[config.mk]
export PLATFORM = sky130hd
export DESIGN_NAME = mmio_console
export DESIGN_NICKNAME = d
export VERILOG_FILES = /design/src/rtl/mmio_console.sv
export SDC_FILE = /design/constraint.sdc
export NUM_CORES = 1
export LEC_CHECK = 0
export ABC_AREA = 1
export CORE_MARGIN = 2
export CORE_UTILIZATION = 55
export DETAILED_ROUTE_END_ITERATION = 8
export PLACE_DENSITY = 0.86
export SLEW_MARGIN = 20
export SYNTH_ARGS = -nofsm -noshare
export SYNTH_HDL_FRONTEND = slang
export SYNTH_SLANG_ARGS = --single-unit
[constraint.sdc]
create_clock -name clock -period 4.1 [get_ports clock]
set_input_delay 0.615 -clock clock [delete_from_list [all_inputs] [get_ports clock]]
set_output_delay 0.615 -clock clock [all_outputs]
set_load 0.01 [all_outputs]
[src/rtl/mmio_console.sv]
// Memory-mapped console transmitter: stores to TXDATA are queued and sent as UART frames on txd.
// Define CONSOLE_PARITY_EN to insert an even-parity bit between the data bits and the stop bit.
module mmio_console #(
  parameter logic [31:0] BASE_ADDR    = 32'hA000_0000,
  parameter int unsigned FIFO_DEPTH   = 8,
  parameter int unsigned CLKS_PER_BIT = 16
) (
  input  logic        clock,
  input  logic        reset,
  input  logic [31:0] addr,
  input  logic [31:0] din,
  input  logic        we,
  input  logic [2:0]  memOp,
  output logic        sel,
  output logic [31:0] dout,
  output logic        txd,
  output logic        busy
);

  localparam int unsigned AW = $clog2(FIFO_DEPTH);
  localparam int unsigned PW = AW + 1;
  localparam int unsigned CW = $clog2(CLKS_PER_BIT);
  localparam logic [CW-1:0] CNT_LAST = CW'(CLKS_PER_BIT - 1);

  typedef enum logic [2:0] {
    S_IDLE,
    S_START,
    S_DATA,
`ifdef CONSOLE_PARITY_EN
    S_PARITY,
`endif
    S_STOP
  } tx_state_t;

  tx_state_t     state;
  logic [PW-1:0] wp, rp;
  logic [7:0]    mem [FIFO_DEPTH];
  logic [7:0]    shift;
  logic [CW-1:0] clk_cnt;
  logic [2:0]    bit_cnt;
  logic          ovf;
  logic          full, empty, tx_active;
  logic          push, push_ok, pop, ovf_clr, bit_end;
  logic [31:0]   status;
  logic          unused_bits;
`ifdef CONSOLE_PARITY_EN
  logic          par;
`endif

  assign unused_bits = ^{memOp, din[31:8], addr[1:0]};

  assign sel       = (addr[31:3] == BASE_ADDR[31:3]);
  assign empty     = (wp == rp);
  assign full      = (wp[AW] != rp[AW]) && (wp[AW-1:0] == rp[AW-1:0]);
  assign tx_active = (state != S_IDLE);
  assign busy      = tx_active || !empty;
  assign bit_end   = (clk_cnt == CNT_LAST);
  assign status    = {28'd0, ovf, tx_active, empty, full};

  // Pop decision uses the pre-edge pointers, so a byte pushed this edge is never popped the same edge.
  always_comb begin
    pop = 1'b0;
    if (!empty) begin
      if (state == S_IDLE)
        pop = 1'b1;
      else if (state == S_STOP && bit_end)
        pop = 1'b1;
    end
  end

  assign push    = we && sel && !addr[2];
  assign push_ok = push && (!full || pop);
  assign ovf_clr = we && sel && addr[2] && din[3];

  always_ff @(posedge clock) begin
    if (push_ok)
      mem[wp[AW-1:0]] <= din[7:0];
  end

  always_ff @(posedge clock or negedge reset) begin
    if (!reset) begin
      wp   <= '0;
      rp   <= '0;
      ovf  <= 1'b0;
      dout <= '0;
    end else begin
      if (push_ok)
        wp <= wp + PW'(1);
      if (pop)
        rp <= rp + PW'(1);
      if (push && full && !pop)
        ovf <= 1'b1;
      else if (ovf_clr)
        ovf <= 1'b0;
      if (sel && !we)
        dout <= addr[2] ? status : '0;
      else
        dout <= '0;
    end
  end

  always_ff @(posedge clock or negedge reset) begin
    if (!reset) begin
      state   <= S_IDLE;
      shift   <= '0;
      clk_cnt <= '0;
      bit_cnt <= '0;
      txd     <= 1'b1;
`ifdef CONSOLE_PARITY_EN
      par     <= 1'b0;
`endif
    end else begin
      if (pop) begin
        shift <= mem[rp[AW-1:0]];
`ifdef CONSOLE_PARITY_EN
        par   <= ^mem[rp[AW-1:0]];
`endif
      end
      case (state)
        S_IDLE: begin
          txd <= 1'b1;
          if (!empty) begin
            state   <= S_START;
            clk_cnt <= '0;
            bit_cnt <= '0;
            txd     <= 1'b0;
          end
        end
        S_START: begin
          if (bit_end) begin
            clk_cnt <= '0;
            state   <= S_DATA;
            txd     <= shift[0];
          end else begin
            clk_cnt <= clk_cnt + CW'(1);
          end
        end
        S_DATA: begin
          if (bit_end) begin
            clk_cnt <= '0;
            if (bit_cnt == 3'd7) begin
`ifdef CONSOLE_PARITY_EN
              state <= S_PARITY;
              txd   <= par;
`else
              state <= S_STOP;
              txd   <= 1'b1;
`endif
            end else begin
              shift   <= shift >> 1;
              txd     <= shift[1];
              bit_cnt <= bit_cnt + 3'd1;
            end
          end else begin
            clk_cnt <= clk_cnt + CW'(1);
          end
        end
`ifdef CONSOLE_PARITY_EN
        S_PARITY: begin
          if (bit_end) begin
            clk_cnt <= '0;
            state   <= S_STOP;
            txd     <= 1'b1;
          end else begin
            clk_cnt <= clk_cnt + CW'(1);
          end
        end
`endif
        S_STOP: begin
          if (bit_end) begin
            clk_cnt <= '0;
            bit_cnt <= '0;
            // Next queued byte starts immediately, so frames abut with no idle bit.
            if (!empty) begin
              state <= S_START;
              txd   <= 1'b0;
            end else begin
              state <= S_IDLE;
              txd   <= 1'b1;
            end
          end else begin
            clk_cnt <= clk_cnt + CW'(1);
          end
        end
        default: begin
          state <= S_IDLE;
          txd   <= 1'b1;
        end
      endcase
    end
  end

endmodule

=== Yosys cells after proc, flatten, opt, wreduce, memory -nomap -nowiden ===
Memories as Yosys holds them, arrays and structs flattened.
Cells that the tools add are included.

* Add/sub/neg operators: 4
* Equality and inequality tests: 15
* Mux-type cells: 34
* Reductions and logical operators: 27

{| class="wikitable"
|+ Operators with widths
! kind !! count
|-
| 8-bit two-way mux || 4
|-
| 29-bit equality test (second input constant) || 1
|-
| 3-bit two-way mux || 9
|-
| 4-bit two-way mux || 4
|-
| 1-bit two-way mux || 13
|-
| 4-bit by 1-bit adder with 4-bit output (second input constant) || 3
|-
| 2-bit inequality test (second input constant) || 6
|-
| 3-bit case mux with 4 select lines || 1
|-
| 1-bit logical AND || 10
|-
| 5-bit AND reduction || 2
|-
| 3-bit case mux with 3 select lines || 1
|-
| 4-bit case mux with 2 select lines || 1
|-
| 3-bit by 2-bit equality test with 1-bit output (second input constant) || 2
|-
| 3-bit nonzero test || 2
|-
| 1-bit zero test || 5
|-
| 4-bit equality test || 1
|-
| 4-bit equality test (second input constant) || 1
|-
| 1-bit case mux with 4 select lines || 1
|-
| 2-bit nonzero test || 2
|-
| 3-bit by 1-bit adder with 3-bit output (second input constant) || 1
|-
| 3-bit by 1-bit equality test with 1-bit output (second input constant) || 1
|-
| 3-bit equality test || 1
|-
| 3-bit equality test (second input constant) || 1
|-
| 3-bit zero test || 1
|-
| other kinds (5) || 6
|}

* Flip-flop bits (word level): 60
* RAM bits: 64
* Bits of input ports: 70
* Word-level logic and storage cells: 90
* Memories: 1

{| class="wikitable"
|+ Memories
! name !! depth !! bits a word !! read ports !! clocked after memory_dff !! wr ports !! RTL line !! text
|-
| mem || 8 || 8 || 1 || 0 || 1 || 37 || <nowiki>logic [7:0] mem [FIFO_DEPTH];</nowiki>
|}

=== Longest topological paths before layout ===
Gate-level depths: netlist of run 1.

* Depth after elaboration: 9
* Depth in mapped cells: 12
* Depth with buffers taken out: 11

=== Worst setup path after synthesis of run 1 ===
No wires, ideal clock.

* Path type: input to register
* From: input addr[24]
* To: memory mem[6][0] (enable)
* Library setup time: 383 ps
* Arrival: 1957 ps
* Slack: 1760 ps
* Stages: 7
* Path through: nor2_1 nand2_1 nor2_1 nand2_1 nor2_2 nand3_2 nor3_1

* Word-level cells in the longest chain between the ends: 6

{| class="wikitable"
|+ Ends and longest elaborated chain
! what !! RTL line !! text
|-
| start: declaration || 10 || <nowiki>input logic [31:0] addr,</nowiki>
|-
| 29-bit equality test || 52 || <nowiki>assign sel = (addr[31:3] == BASE_ADDR[31:3]);</nowiki>
|-
| named net sel || 14 || <nowiki>output logic sel,</nowiki>
|-
| 1-bit logical AND (2 in series) || 71 || <nowiki>assign push = we && sel && !addr[2];</nowiki>
|-
| 1-bit logical AND || 72 || <nowiki>assign push_ok = push && (!full || pop);</nowiki>
|-
| 1-bit two-way mux || 76 || <nowiki>if (push_ok)</nowiki>
|-
| 1-bit two-way mux (not written as such) || 77 || <nowiki>mem[wp[AW-1:0]] <= din[7:0];</nowiki>
|-
| end: declaration || 37 ||
|}

The timed path passes the listed nets, and every way through them passes these cells.

=== Worst setup path after layout of run 1 ===
* From: register rp[1]
* To: output busy

* Word-level cells in the longest chain between the ends: 3

{| class="wikitable"
|+ Ends and longest elaborated chain
! what !! RTL line !! text
|-
| start: declaration || 36 || <nowiki>logic [PW-1:0] wp, rp;</nowiki>
|-
| start signal: assignment || 90 || <nowiki>rp <= rp + PW'(1);</nowiki>
|-
| 4-bit equality test || 53 || <nowiki>assign empty = (wp == rp);</nowiki>
|-
| 1-bit zero test || n/a ||
|-
| 1-bit logical OR || 56 || <nowiki>assign busy = tx_active || !empty;</nowiki>
|-
| end: declaration || 17 || <nowiki>output logic busy</nowiki>
|}

No other way between the ends.

==> results of run 1 <==
## layer usage
| layer | up-vias | wire [um] | global-route usage [%] |
|---|---|---|---|
| met1 | 1541 | 3650 | 22.2 |
| met4 | 0 | 286 | 8.67 |
| met2 | 146 | 4590 | 34.5 |
| li1 | 1716 | - | - |
| met3 | 24 | 636 | 5.27 |
| met5 | - | 0 | 0 |
## worst register-to-register path, cell delays in order (launching register included)
cell	delay [ps]
dfrtp_1	910
inv_4	230
nand2_2	160
nand2_1	70
nand2_1	80
nor2_2	50
nand3_2	130
nand3_1	160
nor2_1	780
## registers in the layout, indices dropped and copies added, names as in the netlist
register  cells
bit_cnt       3
clk_cnt       4
dout          4
mem          64
ovf           1
rp            4
shift         8
state         2
txd           1
wp            4
## power breakdown
group	internal, uW	switching (uW)
clock	233	339
sequential	1020	0.00000246
combinational	36.7	34.3
total	1290	373
## worst min-delay path by stage
stage                from          to  slack, ps  depth (start not counted)
5_1_grt               ovf     dout[3]        510                          2
2_1_floorplan       reset  bit_cnt[0]        320                          0
3_3_place_gp   bit_cnt[1]  bit_cnt[1]        470                          2
3_5_place_dp   bit_cnt[1]  bit_cnt[1]        480                          2
6_report       bit_cnt[0]  bit_cnt[0]        490                          1
4_1_cts        bit_cnt[0]  bit_cnt[0]        490                          1
## area by class of cell
class | count | area share [%]
Sequential cell | 95 | 50.0
Timing Repair Buffer | 55 | 9.84
Inverter | 40 | 2.83
Tap cell | 105 | 2.44
Clock inverter | 7 | 1.14
Clock buffer | 9 | 2.30
Multi-Input combinational cell | 366 | 31.4
## cell families after synthesis
family,Yosys count,share of synthesized area [%]
simple gates,271,24.1
other cells,1,0.0790
xor+xnor,3,0.554
fa+ha+maj,10,2.64
buf+inv,81,9.55
compound gates,54,6.17
flops,95,56.9
## per-stage QoR
| stage | util, % | power (uW) |
|---|---|---|
| 6_report | 65.0 | 1670 |
| 5_1_grt | 65.0 | 1720 |
| 4_1_cts | 65.0 | 1680 |
| 3_5_place_dp | 62.7 | 1120 |
| 3_3_place_gp | 62.7 | 1110 |
| 2_1_floorplan | - | 1080 |
## cell usage in the layout, fill, tap and decap left out, types with 3 or more instances in the layout
master and n:
nor2_2 5, a21oi_1 7, nand3_1 13, ha_1 10
nand2_2 8, clkdlybuf4s50_1 47, a21oi_2 4, inv_1 31
xor2_1 3, nand3_2 5, nor3_1 4, dfrtp_1 30
inv_2 8, o21ai_0 32, o21ai_1 7, conb_1 28
edfxtp_1 64, clkbuf_8 9, nand2_1 137, buf_4 8
nand4_1 4, nor2_1 87
==> qor.csv, run 1 <==
stage,metric,value,unit
clocking,"CTS clk-pin slew, worst paths",90,ps
worst_setup_path,Reg2Reg Depth,8,
worst_setup_path,CP max-delay cell,dfrtp_1,
grt,initial antenna violation count,0,
worst_setup_path,top fanout value on the critical path,20,
clocking,CTS root buf,clkbuf_8,
placed_design,HPWL Detailed,6.12,mm
floorplan,io pins,105,
synth,post-synth top area share,40.5,%
sta,fmax,313,MHz
cells_and_area,area grow syn2layout,13.7,%
grt,number of global-route vias before repair,3208,
synth,"top cells by count, synth","137 x nand2_1, 87 x nor2_1, 64 x edfxtp_1",
sta,Tcrit/Tclk final,78.0,%
worst_setup_path,crit path from,rp[1],
routing,DRT Wirelength,9.16,mm
routing,final antenna-violating net count,0,
sta,Final Hold Fails,0,
pwr,maximum vdd ir drop,0.294,mV
worst_setup_path,CP endpoint kind,output pin,
routing,drt first pass iters,6,
synth,Synth Area per Inst,9.21,um^2
worst_setup_path,Worst setup SP type,flip-flop,
floorplan,chip width,96.9,um
floorplan,total core area,8300,um^2
run,Max Cap Violations,0,
clocking,Max H-tree Level,3,
outcome,run status,"complete, no violations",
synth,yosys warns,0,
grt,global route overflow,0,
sta,unrepaired setup endpoints after global routing,false,
grt,first-pass GRT wire length,14.5,mm
sta,Worst-Margin Slew,984,ps
clocking,CTS Buf Count,9,
clocking,Post-CTS Setup Bufs,0,
cells_and_area,FF+latch area,2700,um^2
sta,final hold slack,492,ps
pwr,Leak,0.00237,uW
worst_setup_path,Crit path buffers/inverters,2,
synth,largest cells by area after synthesis,"edfxtp_1 41%, dfrtp_1 16%, nand2_1 11%, nor2_1 6.9%, buf_4 4.6%",
sta,Sum Neg Setup Slack,0,ps
cells_and_area,final instance area,5390,um^2
synth,register area share after synthesis,56.9,%
clocking,clock latency on the worst-skew pair,360,ps
synth,Gate Count Post-Synth,515,
worst_setup_path,CP cell instances,"inv_4, nand2_2, nand2_1, nand3_1, nor2_4, nand2_2, clkdlybuf4s50_1",
hold_path,worst min path class,flip-flop to flip-flop,
worst_setup_path,kind of cell adding the most delay to the critical path,flip-flops,
sta,clk_skew,10.1,ps
placed_design,"worst slack, placed",1080,ps
sta,worst setup margin,901,ps
sta,Slew headroom,34.2,%
pwr,power density cells,309,nW/um^2
sta,fin crit period,3200,ps
routing,DRC,0,
worst_setup_path,Crit path top cell by count,nand2_2,
worst_setup_path,CP Depth,7,
cells_and_area,multi-input combinational cell area,1690,um^2
worst_setup_path,critical path class,flip-flop to output pin,
placed_design,Placer Congestion,0.793,
cells_and_area,share of cells above drive strength 1,10.5,%
worst_setup_path,CP Capture Point,busy,
routing,initial DRC count,255,
routing,via count,3427,
floorplan,Row Count,33,
placed_design,placed cells,661,
clocking,CTS resizes,0,
cells_and_area,Final Non-Filler Cells,677,
placed_design,PortBufs,47,
routing,mean routed wirelength per cell,13.5,um
floorplan,DIE HEIGHT,96.9,um
synth,most frequent cell after synthesis,nand2_1,
synth,Netlist cell types,35,
synth,number of synthesized flops with an enable pin,64,
synth,"flops & latches, synth",95,
clocking,CTS tree,done,
grt,Total GRT Usage,19.6,%
routing,vias per cell,5.06,
sta,setup violators final,0,
floorplan,starting density of the core,57.2,%
grt,largest net degree at the start of global routing,36,
worst_setup_path,r2r endpoint,mem[5][7],
synth,most used flip-flop cell after synthesis,edfxtp_1,
clocking,cts hold-fix bufs,0,
synth,largest area contributor in the netlist,edfxtp_1,
synth,mapped cell area,4740,um^2
worst_setup_path,CP Data Required Time,3480,ps
worst_setup_path,CP peak stage delay,910,ps
worst_setup_path,Reg-to-Reg Start,rp[1],
cells_and_area,filler instances,638,
worst_setup_path,R2R Setup Slk,1150,ps
placed_design,Area after DPL,5210,um^2
worst_setup_path,Worst Path Arrival,2580,ps
clocking,maximum clock path buffer count,2,
cells_and_area,number of diodes,0,
synth,ys async rst share,32.6,%
cells_and_area,nets@finish,647,
clocking,CTS sink cnt,95,
floorplan,die area,9390,um^2
sta,fin. max-slew vios,0,
Note: power is estimated with default switching activity, not from simulation.
==> run 2: changes to the inputs <==
--- a/config.mk
+++ b/config.mk
@@ -7,9 +7,9 @@
 export LEC_CHECK = 0
 export ABC_AREA = 1
 export CORE_MARGIN = 2
-export CORE_UTILIZATION = 55
+export CORE_UTILIZATION = 51
 export DETAILED_ROUTE_END_ITERATION = 8
-export PLACE_DENSITY = 0.86
+export PLACE_DENSITY = 0.81
 export SLEW_MARGIN = 20
 export SYNTH_ARGS = -nofsm -noshare
 export SYNTH_HDL_FRONTEND = slang
==> constraint.sdc (replaced) <==
create_clock -name clock -period 3.1 [get_ports clock]
set_input_delay 0.465 -clock clock [delete_from_list [all_inputs] [get_ports clock]]
set_output_delay 0.465 -clock clock [all_outputs]
set_load 0.01 [all_outputs]
==> run 2 against run 1 <==
Effect of this change: sequential power is 32% higher; design area is 0.63% higher; wire length is 1.4% lower; sequential share of layout area decreased by 0.31 points; clock skew is 0.71 ps lower; total power grew 33%; cell count grew 1.3%; setup slack got worse by 620 ps; worst hold slack got worse by 21 ps; flip-flop and latch count is the same; count of clock-buffer cells in the layout unchanged.
==> qor.csv, run 2 (same netlist as run 1, synthesis figures left out) <==
stage,metric,value,unit,change
outcome,run status,"complete, no violations",,
worst_setup_path,critical path class,flip-flop to output pin,,
routing,mean routed wirelength per cell,13.2,um,-2.7%
pwr,Leak,0.00239,uW,+0.84%
clocking,cts hold-fix bufs,0,,unchanged
floorplan,starting density of the core,51.8,%,-5.3 points
cells_and_area,max FFs per register,64,,unchanged
routing,via count,3433,,+0.18%
clocking,maximum clock path buffer count,2,,unchanged
pwr,power density cells,407,nW/um^2,+32%
worst_setup_path,Worst setup SP type,flip-flop,,
run,Max Cap Violations,0,,unchanged
routing,WL met2,4.52,mm,-1.7%
grt,number of global-route vias before repair,3354,,+4.6%
routing,WL met3,523,um,-18%
floorplan,total core area,9150,um^2,+10%
cells_and_area,"most common cell after layout, fill and taps aside",nand2_1,,
floorplan,DIE HEIGHT,100,um,+3.7%
floorplan,io pins,105,,unchanged
worst_setup_path,CP Data Required Time,2630,ps,-850 ps
placed_design,HPWL Detailed,6.20,mm,+1.3%
placed_design,PortBufs,47,,unchanged
routing,DRT Wirelength,9.03,mm,-1.4%
routing,DRC,0,,unchanged
sta,fin. max-slew vios,0,,unchanged
sta,unrepaired setup endpoints after global routing,false,,
cells_and_area,share of cells above drive strength 1,11.1,%,+0.64 points
pwr,maximum vdd ir drop,0.372,mV,+26%
grt,global route overflow,0,,unchanged
routing,initial DRC count,200,,-22%
worst_setup_path,CP Capture Point,busy,,
routing,M1 WL,3.65,mm,+0.22%
clocking,CTS Buf Count,9,,unchanged
worst_setup_path,Reg-to-Reg Start,rp[2],,
sta,setup violators final,0,,unchanged
floorplan,chip width,100,um,+3.7%
hold_path,worst min path class,input port to asynchronous set/reset pin,,
floorplan,die area,10100,um^2,+7.5%
clocking,CTS sink cnt,95,,unchanged
worst_setup_path,crit path from,rp[2],,
clocking,CTS root buf,clkbuf_8,,
cells_and_area,Final Non-Filler Cells,686,,+1.3%
worst_setup_path,Worst Path Arrival,2350,ps,-230 ps
grt,largest net degree at the start of global routing,35,,-2.8%
worst_setup_path,top fanout value on the critical path,11,,-45%
cells_and_area,area grow syn2layout,14.4,%,
routing,DR top layer,met4,,
clocking,CTS tree,done,,
grt,initial antenna violation count,0,,unchanged
cells_and_area,number of diodes,0,,unchanged
clocking,Post-CTS Setup Bufs,0,,unchanged
sta,clk_skew,9.41,ps,-0.705 ps
placed_design,Placer Congestion,0.786,,-0.98%
worst_setup_path,Reg2Reg Depth,8,,unchanged
worst_setup_path,CP endpoint kind,output pin,,
placed_design,"worst slack, placed",555,ps,-522 ps
clocking,Max H-tree Level,3,,unchanged
sta,fin crit period,2810,ps,
grt,first-pass GRT wire length,14.9,mm,+3.2%
sta,fmax,355,MHz,
clocking,clock latency on the worst-skew pair,370,ps,about the same
worst_setup_path,R2R Setup Slk,890,ps,-260 ps
cells_and_area,nets@finish,651,,+0.62%
placed_design,placed cells,671,,+1.5%
clocking,CTS resizes,0,,unchanged
clocking,"CTS clk-pin slew, worst paths",100,ps,about the same
sta,Tcrit/Tclk final,90.8,%,
cells_and_area,most frequent cells in the layout,"137 x nand2_1, 87 x nor2_1, 64 x edfxtp_1",,
routing,final antenna-violating net count,0,,unchanged
sta,worst setup margin,286,ps,-615 ps
worst_setup_path,r2r endpoint,mem[7][7],,
grt,Total GRT Usage,19.5,%,-0.086 points
floorplan,Row Count,35,,+6.1%
sta,Final Hold Fails,0,,unchanged
routing,vias per cell,5.00,,-1.1%
sta,final hold slack,472,ps,-20.6 ps
cells_and_area,Layout Utilization,59.3,%,-5.7 points
routing,drt first pass iters,4,,-2
sta,Sum Neg Setup Slack,0,ps,unchanged
==> run 2: changes by cell type in the layout (fill, tap and decap cells not counted) <==
cell / previous run / this run
buf_4: 8 / 12
clkinv_4: 2 / 0
inv_6: 2 / 4
clkinv_1: 1 / 0
==> run 2: layout make-up <==
type                            instances  area, um^2
Timing Repair Buffer                   59         561
Fill cell                             744        3730
Multi-Input combinational cell        366        1690
Inverter                               40         153
Clock inverter                          6        57.6
Tap cell                              111         139
Clock buffer                            9         124
Sequential cell                        95        2700
==> run 2: where the power goes <==
part	switching (uW)	internal, uW	leakage, uW
Clock	452	310	0.0000949
Sequential	0.00000363	1350	0.000971
Combinational	45.3	48.6	0.00132
Total	497	1710	0.00239
==> run 2: metal layers <==
layer / track usage, % / vias to the layer above
met1: 21.7 / 1575
met3: 5.55 / 33
li1: - / 1722
met2: 33.8 / 103
met5: 0 / -
met4: 10.5 / 0
==> run 2: through the flow <==
| step | power [uW] | instance area [um^2] |
|---|---|---|
| after floorplan | 1430 | 4850 |
| after global placement | 1470 | 5250 |
| after detailed placement | 1480 | 5250 |
| after CTS | 2230 | 5430 |
| after global routing | 2280 | 5430 |
| final | 2210 | 5430 |
==> run 2: worst min path at each step <==
stage                     from          to  slack (ps)  cells past startpoint
global route             reset     dout[3]         500                      2
CTS                      reset     dout[3]         480                      2
finish                   reset     dout[3]         470                      2
global placement    bit_cnt[1]  bit_cnt[1]         470                      2
detailed placement  bit_cnt[1]  bit_cnt[1]         480                      2
floorplan                reset  bit_cnt[0]         170                      0
==> run 2: worst max-delay path: stages (launching register included) <==
cell and delay [ps]:
dfrtp_1 560, inv_2 270, nand2_1 100, nand2_2 90, nand3_1 110, nor2_4 200, nand2_2 130, clkdlybuf4s50_1 500
